[src/rtl/display_pkg.sv]
// Shared types and helpers for the scoreboard display multiplexer.
package display_pkg;

  localparam int unsigned DIGIT_W = 4;
  localparam logic [DIGIT_W-1:0] DEFAULT_BLANK_DIGIT = 4'hF;

  typedef enum logic [1:0] {
    SHOW_P1 = 2'd0,
    GAP_A   = 2'd1,
    SHOW_P2 = 2'd2,
    GAP_B   = 2'd3
  } disp_state_e;

  // Pass a valid BCD digit through; anything above 9 becomes the blank code.
  function automatic logic [DIGIT_W-1:0] bcd_sanitize(
    input logic [DIGIT_W-1:0] digit,
    input logic [DIGIT_W-1:0] blank = DEFAULT_BLANK_DIGIT
  );
    return (digit > DIGIT_W'(9)) ? blank : digit;
  endfunction

endpackage

[src/rtl/dwell_timer.sv]
// Free-running dwell counter that clears on reaching its terminal count;
// done_c_o is high for the single cycle the terminal count is held.
module dwell_timer #(
  parameter int unsigned WIDTH = 11
) (
  input  logic             clk_i,
  input  logic             rst_ni,
  input  logic [WIDTH-1:0] tc_i,
  output logic             done_c_o
);

  logic [WIDTH-1:0] cnt_q;
  logic [WIDTH-1:0] cnt_d;

  assign done_c_o = (cnt_q == tc_i);

  always_comb begin
    cnt_d = cnt_q + WIDTH'(1);
    if (done_c_o) cnt_d = '0;
  end

  always_ff @(posedge clk_i or negedge rst_ni) begin
    if (!rst_ni) cnt_q <= '0;
    else         cnt_q <= cnt_d;
  end

endmodule

[src/rtl/display_controller.sv]
// Alternates two players' BCD scores onto one digit pair with fixed dwell.
// Define DISPLAY_GAP_EN to insert blank GAP_MS intervals between players.
module display_controller
  import display_pkg::*;
#(
  parameter int unsigned        HOLD_MS     = 2000,
  parameter int unsigned        GAP_MS      = 250,
  parameter logic [DIGIT_W-1:0] BLANK_DIGIT = DEFAULT_BLANK_DIGIT
) (
  input  logic               clk_1khz,
  input  logic               rst_i,
  input  logic [DIGIT_W-1:0] p1_tens_i,
  input  logic [DIGIT_W-1:0] p1_ones_i,
  input  logic [DIGIT_W-1:0] p2_tens_i,
  input  logic [DIGIT_W-1:0] p2_ones_i,
  output logic [DIGIT_W-1:0] tens_o,
  output logic [DIGIT_W-1:0] ones_o
);

  localparam int unsigned MAX_MS = (HOLD_MS > GAP_MS) ? HOLD_MS : GAP_MS;
  localparam int unsigned CNT_W  = $clog2(MAX_MS);

  disp_state_e        state_q, state_d;
  logic [DIGIT_W-1:0] tens_q, tens_d;
  logic [DIGIT_W-1:0] ones_q, ones_d;
  logic [CNT_W-1:0]   tc_c;
  logic               done_c;

  // Terminal count depends on whether the current window is a score or a gap.
  always_comb begin
    tc_c = CNT_W'(HOLD_MS - 1);
`ifdef DISPLAY_GAP_EN
    if (state_q == GAP_A || state_q == GAP_B) tc_c = CNT_W'(GAP_MS - 1);
`endif
  end

  dwell_timer #(
    .WIDTH (CNT_W)
  ) u_dwell_timer (
    .clk_i    (clk_1khz),
    .rst_ni   (rst_i),
    .tc_i     (tc_c),
    .done_c_o (done_c)
  );

  always_comb begin
    state_d = state_q;
    if (done_c) begin
      case (state_q)
`ifdef DISPLAY_GAP_EN
        SHOW_P1: state_d = GAP_A;
        GAP_A:   state_d = SHOW_P2;
        SHOW_P2: state_d = GAP_B;
        GAP_B:   state_d = SHOW_P1;
`else
        SHOW_P1: state_d = SHOW_P2;
        SHOW_P2: state_d = SHOW_P1;
`endif
        default: state_d = SHOW_P1;
      endcase
    end
  end

  // Output word is taken from the registered state, so it trails a transition by one edge.
  always_comb begin
    tens_d = BLANK_DIGIT;
    ones_d = BLANK_DIGIT;
    case (state_q)
      SHOW_P1: begin
        tens_d = bcd_sanitize(p1_tens_i, BLANK_DIGIT);
        ones_d = bcd_sanitize(p1_ones_i, BLANK_DIGIT);
      end
      SHOW_P2: begin
        tens_d = bcd_sanitize(p2_tens_i, BLANK_DIGIT);
        ones_d = bcd_sanitize(p2_ones_i, BLANK_DIGIT);
      end
      default: begin
        tens_d = BLANK_DIGIT;
        ones_d = BLANK_DIGIT;
      end
    endcase
  end

  always_ff @(posedge clk_1khz or negedge rst_i) begin
    if (!rst_i) begin
      state_q <= SHOW_P1;
      tens_q  <= BLANK_DIGIT;
      ones_q  <= BLANK_DIGIT;
    end else begin
      state_q <= state_d;
      tens_q  <= tens_d;
      ones_q  <= ones_d;
    end
  end

  assign tens_o = tens_q;
  assign ones_o = ones_q;

endmodule

[config.mk]
export PLATFORM = sky130hd
export DESIGN_NAME = display_controller
export DESIGN_NICKNAME = d
export VERILOG_FILES = /design/src/rtl/display_pkg.sv /design/src/rtl/dwell_timer.sv /design/src/rtl/display_controller.sv
export SDC_FILE = /design/constraint.sdc
export NUM_CORES = 1
export LEC_CHECK = 0
export ABC_AREA = 1
export CAP_MARGIN = 20
export CORE_MARGIN = 2
export CORE_UTILIZATION = 66
export DETAILED_ROUTE_END_ITERATION = 8
export DONT_BUFFER_PORTS = 1
export GPL_TIMING_DRIVEN = 0
export PLACE_DENSITY_LB_ADDON = 0.25
export RECOVER_POWER = 25
export REMOVE_ABC_BUFFERS = 1
export SETUP_SLACK_MARGIN = 0.15
export SYNTH_ARGS = -nofsm -noshare
export SYNTH_HDL_FRONTEND = slang
export SYNTH_HIERARCHICAL = 1
export SYNTH_SLANG_ARGS = --single-unit
[constraint.sdc]
create_clock -name clk_1khz -period 2.4 [get_ports clk_1khz]
set_clock_uncertainty 0.2 [all_clocks]
set_input_delay 0.36 -clock clk_1khz [delete_from_list [all_inputs] [get_ports clk_1khz]]
set_output_delay 0.36 -clock clk_1khz [all_outputs]
set_load 0.02 [all_outputs]
==> summary.txt, run 1 <==
Status: finished, final reports clean
Register bit total from synthesis: 20
CP Max Fanout: 9
RSZ-0062 raised after global routing: no
Endpoints failing setup: 0
Top cell family by delay on the critical path: simple AND/OR/NAND/NOR gates
Post-synth EDFFs: 0
Critical path type: flop to flop
Finished Layout Cells: 212
Gates resized, CTS repair: 0
Net Sw Frac: 34.2%
Initial antenna violation count: 0
Chip Height: 47.7 um
Sw power: 0.375 mW
Worst Tran Pin Value: 0.882 ns
Root buffer cell: clkbuf_4
MaxCap Viol Count: 0
Port Buffers: 0
GRT Total Usage: 25.2%
Site row count: 15
DRC: 0
ANT cells: 0
Routed WL: 2.35 mm
Initial Utilization: 71.3%
HP Class: primary input to flop
Register area share after synthesis: 40.6%
Top cell type by total area after synthesis: dfrtp_1
WP data arrival: 1.80 ns
Max Fclk: 565 MHz
Slowest library cell on the worst path: dfrtp_1
Largest net degree at the start of global routing: 21
Total number of vias: 1046
Share of cells above drive strength 1: 17.1%
Worst path buffer plus inverter count: 1
First-pass DRT Iterations: 4
LEAKAGE: 0.712 nW
Ys async rst share: 100%
Dpl ws: 0.657 ns
Critical Path RT: 2.43 ns
WL/cell: 11.1 um
Vias per cell: 4.93
Gpl congestion: 0.761
Setup TNS: 0 ns
P per Cell Area: 767 nW/um^2
Pint: 0.721 mW
CTS max path bufs: 2
H-tree Lvls: 1
Clock power share: 24.8%
Maximum vdd drop: 0.900 mV
Max incr delay on CP: 0.44 ns
Crit-path cells: xnor2_1 > nand2_1 > nor2_1 > buf_6 > and2_1 > xor2_1
CTS clock-pin slew for the worst setup and hold paths: 0.12 ns
Syn Inst Count: 165
CTS Hold Bufs: 5
Ys flop type: dfrtp_1
Top-area cell type share of the netlist area: 23.9%
Final Critical Period: 1.77 ns
Fin nets: 207
Max_slew headroom: 41.0%
Synthesis Warnings: 6
Overflow after GRT: 0
Die area: 2270 um^2
Vias in the first global route: 930
P&R area growth vs syn: 13.4%
CP Capture Type: flop
Num CTS Buffers: 3
Setup Buffers After CTS: 0
Post-Syn Area: 1260 um^2
First-pass GRT wire length: 3.96 mm
Sequential Power Share: 49.1%
Initial DRC count: 14
Synth cell types: 25
Area of the core: 1760 um^2
Avg Inst Size Synth: 7.63 um^2
CTS Sinks: 20
Comb pwr share: 26.1%
Routed Antenna Nets: 0
Crit path launch type: flop
Final Max Slew Viols: 0
Dpl hpwl: 1.63 mm
Die W: 47.7 um
Skew-Pair Late Insertion Delay: 0.29 ns
Final hold viol count: 0
Fin crit share: 73.7%
I/O pin cnt: 26
Final WS setup: 0.630 ns
CTS tree: built
Synth top area cells: dfrtp_1 (24%), dfstp_2 (17%), nand2_1 (16%)
Dpl cells: 203
Yosys cell counts (2+ instances only):
cell / n
dfrtp_1: 12
nor2_1: 8
xor2_1: 3
xnor2_1: 7
o21ai_0: 12
conb_1: 2
nand2_1: 54
a21o_1: 4
nand3_1: 5
nor2_2: 4
a21oi_2: 10
dfstp_2: 8
inv_1: 23
nand3_2: 2
flip-flops by register name, summed over array words and instances, names as in the netlist:
register             count
u_dwell_timer/cnt_q     11
tens_o                   4
ones_o                   4
state_q                  1
cells in the final DEF (no fill, tap or decap), types with 2 or more instances in the layout:
master / count
conb_1: 17
dlygate4sd3_1: 5
inv_1: 23
nand3_2: 2
nor2_1: 8
nand2_1: 54
clkbuf_4: 3
dfstp_2: 8
a21o_1: 4
nor2_2: 4
a21oi_2: 10
nand3_1: 5
o21ai_0: 12
xnor2_1: 7
xor2_1: 3
dfrtp_1: 12
worst paths after layout:
kind,start,cells after the start,to,slack [ns]
worst min-delay path,p1_tens_i[3],4,tens_o[0],0.04
max in group asynchronous,rst_i,1,state_q[1],1.05
min in group asynchronous,rst_i,1,u_dwell_timer/cnt_q[1],0.42
worst max register to register,u_dwell_timer/cnt_q[6],6,state_q[1],0.63
worst max-delay path,u_dwell_timer/cnt_q[6],6,state_q[1],0.63
worst min register to register,u_dwell_timer/cnt_q[0],1,u_dwell_timer/cnt_q[0],0.37
through the flow:
step / hold slack [ns] / total power, mW / utilization (%) / area [um^2]
after floorplan: -0.136 / 0.756 / - / 1280
after CTS: 0.0439 / 1.10 / 80.9 / 1430
final: 0.0433 / 1.10 / 80.9 / 1430
after detailed placement: -0.135 / 0.810 / 75.1 / 1330
after global placement: -0.135 / 0.789 / 74.5 / 1310
after global routing: 0.0414 / 1.18 / 80.9 / 1430
kinds of logic (layout without fill, tap and decap cells):
family,count (synthesis),after routing,synth area share [%]
xor gates and xnor gates,10,10,6.96
buffers and inverters,28,35,10.0
AOI/OAI and AO/OA,27,27,14.5
DFF,20,20,40.6
adders and majority gates,1,1,0.994
and+or+nand+nor,77,77,26.3
other,2,17,0.597
per-layer routing:
layer	GRT usage (%)	vias up	part of all wire, %
met4	10.3	0	1.8
met1	31.1	490	44
li1	-	531	-
met2	42.7	21	51
met3	5.66	4	2.4
met5	0	-	0
power groups by stage:
stage / clock network (mW) / registers (mW) / logic, mW
floorplan: 0 / 0.524 / 0.232
global placement: 0 / 0.538 / 0.251
detailed placement: 0 / 0.544 / 0.266
CTS: 0.274 / 0.539 / 0.283
global route: 0.292 / 0.552 / 0.331
finish: 0.272 / 0.538 / 0.286
cell type report:
type / instances / area (um^2)
clock buffers: 3 / 22.5
clock inverters: 1 / 30.0
fillers: 125 / 337
inverters: 25 / 93.8
multi-input cells: 132 / 678
flip-flops and latches: 20 / 510
well taps: 25 / 31.3
repair buffers: 6 / 61.3
worst reg2reg max path: stages, from the launching register on:
cell and delay [ns]:
dfrtp_1 0.44, xnor2_1 0.15, nand2_1 0.08, nor2_1 0.32, buf_6 0.22, and2_1 0.15, xor2_1 0.13
Note: power is estimated with default switching activity, not from simulation.
==> inputs of run 2 (changes only) <==
Settings changed: CORE_UTILIZATION 66 to 61.
Clock period 2.4 ns to 1.8 ns, I/O delays scaled along.
==> summary.txt, run 2 (synthesized netlist as in run 1, its figures left out) <==
RSZ-0062 raised after global routing: yes (was no)
Post-route core utilization: 85.4% (was 80.9%)
Die W: 49.4 um (was 47.7 um)
Chip Height: 49.4 um (was 47.7 um)
Area of the core: 1960 um^2 (was 1760 um^2)
Placed cell areas: 1320 um^2 (was 1330 um^2)
Global routing's busiest layer: met2 (unchanged)
Largest net degree at the start of global routing: 21 (unchanged)
Comb pwr share: 37.1% (was 26.1%)
Max incr delay on CP: 0.58 ns (was 0.44 ns)
WP data arrival: 1.75 ns (was 1.80 ns)
DRC: 0 (unchanged)
Gpl congestion: 0.779 (was 0.761)
Final hold viol count: 0 (unchanged)
GRT Total Usage: 34.3% (was 25.2%)
First-pass DRT Iterations: 6 (was 4)
Sw power: 0.626 mW (was 0.375 mW)
Site row count: 16 (was 15)
Total number of vias: 1297 (was 1046)
Final Max Slew Viols: 0 (unchanged)
Final hold slack: 0.00541 ns (was 0.0433 ns)
Dpl cells: 204 (was 203)
Skew-Pair Late Insertion Delay: 0.31 ns (was 0.29 ns)
Crit path launch type: primary input (was flop)
Fin crit share: 94.4%
LEAKAGE: 0.840 nW (was 0.712 nW)
H-tree Lvls: 1 (unchanged)
Root buffer cell: clkbuf_4 (unchanged)
Status: finished, final reports clean (unchanged)
MaxCap Viol Count: 0 (unchanged)
Initial antenna violation count: 0 (unchanged)
Critical Path RT: 1.85 ns (was 2.43 ns)
CTS tree: built (unchanged)
P&R area growth vs syn: 33.1% (was 13.4%)
CP Max Fanout: 2 (was 9)
Overflow after GRT: 0 (unchanged)
Worst Tran Pin Value: 0.891 ns (was 0.882 ns)
HP Class: primary input to flop (unchanged)
P per Cell Area: 943 nW/um^2 (was 767 nW/um^2)
CP Capture Type: flop (unchanged)
GR Util met3: 4.60% (was 5.66%)
Met1 Use GR: 43.2% (was 31.1%)
Port Buffers: 0 (unchanged)
Initial Utilization: 64.2% (was 71.3%)
WL/cell: 17.3 um (was 11.1 um)
Num CTS Buffers: 3 (unchanged)
I/O pin cnt: 26 (unchanged)
Finished Layout Cells: 240 (was 212)
Top reg by flops: u_dwell_timer/cnt_q (unchanged)
Final Instance Area: 1680 um^2 (was 1430 um^2)
Clock power share: 17.0% (was 24.8%)
Fin nets: 233 (was 207)
Routed WL: 4.15 mm (was 2.35 mm)
Met2 Use GR: 60.4% (was 42.7%)
Final Critical Period: 1.70 ns
Slowest library cell on the worst path: dlygate4sd3_1 (was dfrtp_1)
Maximum vdd drop: 0.850 mV (was 0.900 mV)
Vias in the first global route: 1292 (was 930)
Routed Antenna Nets: 0 (unchanged)
CTS Sinks: 20 (unchanged)
Max_slew headroom: 40.4% (was 41.0%)
Critical path type: primary input to flop (was flop to flop)
Largest register FFs: 11 (unchanged)
Share of cells above drive strength 1: 22.5% (was 17.1%)
Crit-path cells: dlygate4sd3_1 > o21ai_0 > nand2_1 > dlygate4sd3_1 > nand2_1 > inv_1 (was xnor2_1 > nand2_1 > nor2_1 > buf_6 > and2_1 > xor2_1)
Net Sw Frac: 39.6% (was 34.2%)
Commonest non-fill, non-tap cell in the layout: nand2_1 (unchanged)
Commonest non-fill, non-tap cells in the layout: nand2_1 (54), inv_1 (22), dlygate4sd3_1 (19) (was nand2_1 (54), inv_1 (23), conb_1 (17))
Vias per cell: 5.40 (was 4.93)
CTS max path bufs: 2 (unchanged)
First-pass GRT wire length: 6.25 mm (was 3.96 mm)
Setup TNS: 0 ns (unchanged)
Top cell family by delay on the critical path: buffers and inverters (was simple AND/OR/NAND/NOR gates)
Worst path buffer plus inverter count: 3 (was 1)
Max Fclk: 589 MHz
Initial DRC count: 80 (was 14)
ANT cells: 0 (unchanged)
Endpoints failing setup: 0 (unchanged)
Dpl hpwl: 1.61 mm (was 1.63 mm)
Sequential Power Share: 45.9% (was 49.1%)
Pint: 0.954 mW (was 0.721 mW)
Die area: 2440 um^2 (was 2270 um^2)
CTS clock-pin slew for the worst setup and hold paths: 0.12 ns (about the same)
## run 2: cell count changes in the layout (fill, tap and decap cells not counted), moves of 2 or more
cell / delta
dlygate4sd3_1: +14
buf_4: +10
dfrtp_1: -4
dfrtp_2: +4
dlymetal6s4s_1: +3
nor2_4: +2
## run 2: per-layer routing
layer  routed length [um]  up-vias
met1                 1530      601
met5                    0        -
met3                  417       17
met4                  150        0
met2                 2050      100
li1                     -      579
## run 2: stage by stage
step / power [mW] / setup WS, ns
after global placement: 1.05 / -0.343
after CTS: 1.41 / 0.168
after detailed placement: 1.08 / -0.370
after global routing: 1.66 / 0.0766
after floorplan: 1.01 / -0.136
final: 1.58 / 0.102
## run 2: worst paths after layout
| path | from | to | slack [ns] | depth (start not counted) |
|---|---|---|---|---|
| worst min register to register | u_dwell_timer/cnt_q[0] | u_dwell_timer/cnt_q[0] | 0.30 | 1 |
| worst min-delay path | p1_tens_i[1] | tens_o[1] | 0.005 | 4 |
| max in group asynchronous | rst_i | u_dwell_timer/cnt_q[2] | 0.48 | 1 |
| worst max register to register | state_q[1] | ones_o[0] | 0.13 | 5 |
| worst max-delay path | p1_ones_i[3] | ones_o[0] | 0.10 | 6 |
| min in group asynchronous | rst_i | u_dwell_timer/cnt_q[9] | 0.31 | 1 |
## run 2: layout make-up
type / instances / area [um^2]
flip-flops and latches: 20 / 515
fillers: 112 / 287
repair buffers: 32 / 303
inverters: 25 / 93.8
multi-input cells: 132 / 693
well taps: 27 / 33.8
clock buffers: 4 / 36.3
## run 2: what timing repair did
action                     4_1_cts  5_1_grt
hold endpoints to repair        28        0
setup buffers                    4        6
resized for setup                2       12
setup endpoints to repair       12       11
hold buffers                    22        0
pin swaps                        2        1
## run 2: tightest hold or removal path, cell delays in order
cell and delay (ns):
inv_1 0.04, o21ai_0 0.07, nand2_1 0.05, nand2_1 0.06
## run 2: power groups by stage
stage	Clock [mW]	Sequential [mW]	Combinational (mW)
2_1_floorplan	0	0.699	0.309
3_3_place_gp	0	0.716	0.337
3_5_place_dp	0	0.724	0.353
4_1_cts	0.257	0.715	0.437
5_1_grt	0.283	0.739	0.636
6_report	0.268	0.725	0.587
==> inputs of run 3 (changes only) <==
Settings changed: CTS_BUF_LIST set to sky130_fd_sc_hd__clkbuf_4 sky130_fd_sc_hd__clkbuf_8 sky130_fd_sc_hd__clkbuf_16.
==> results of run 3 <==
No change in the layout: final DEF, timing and power equal those of run 2.
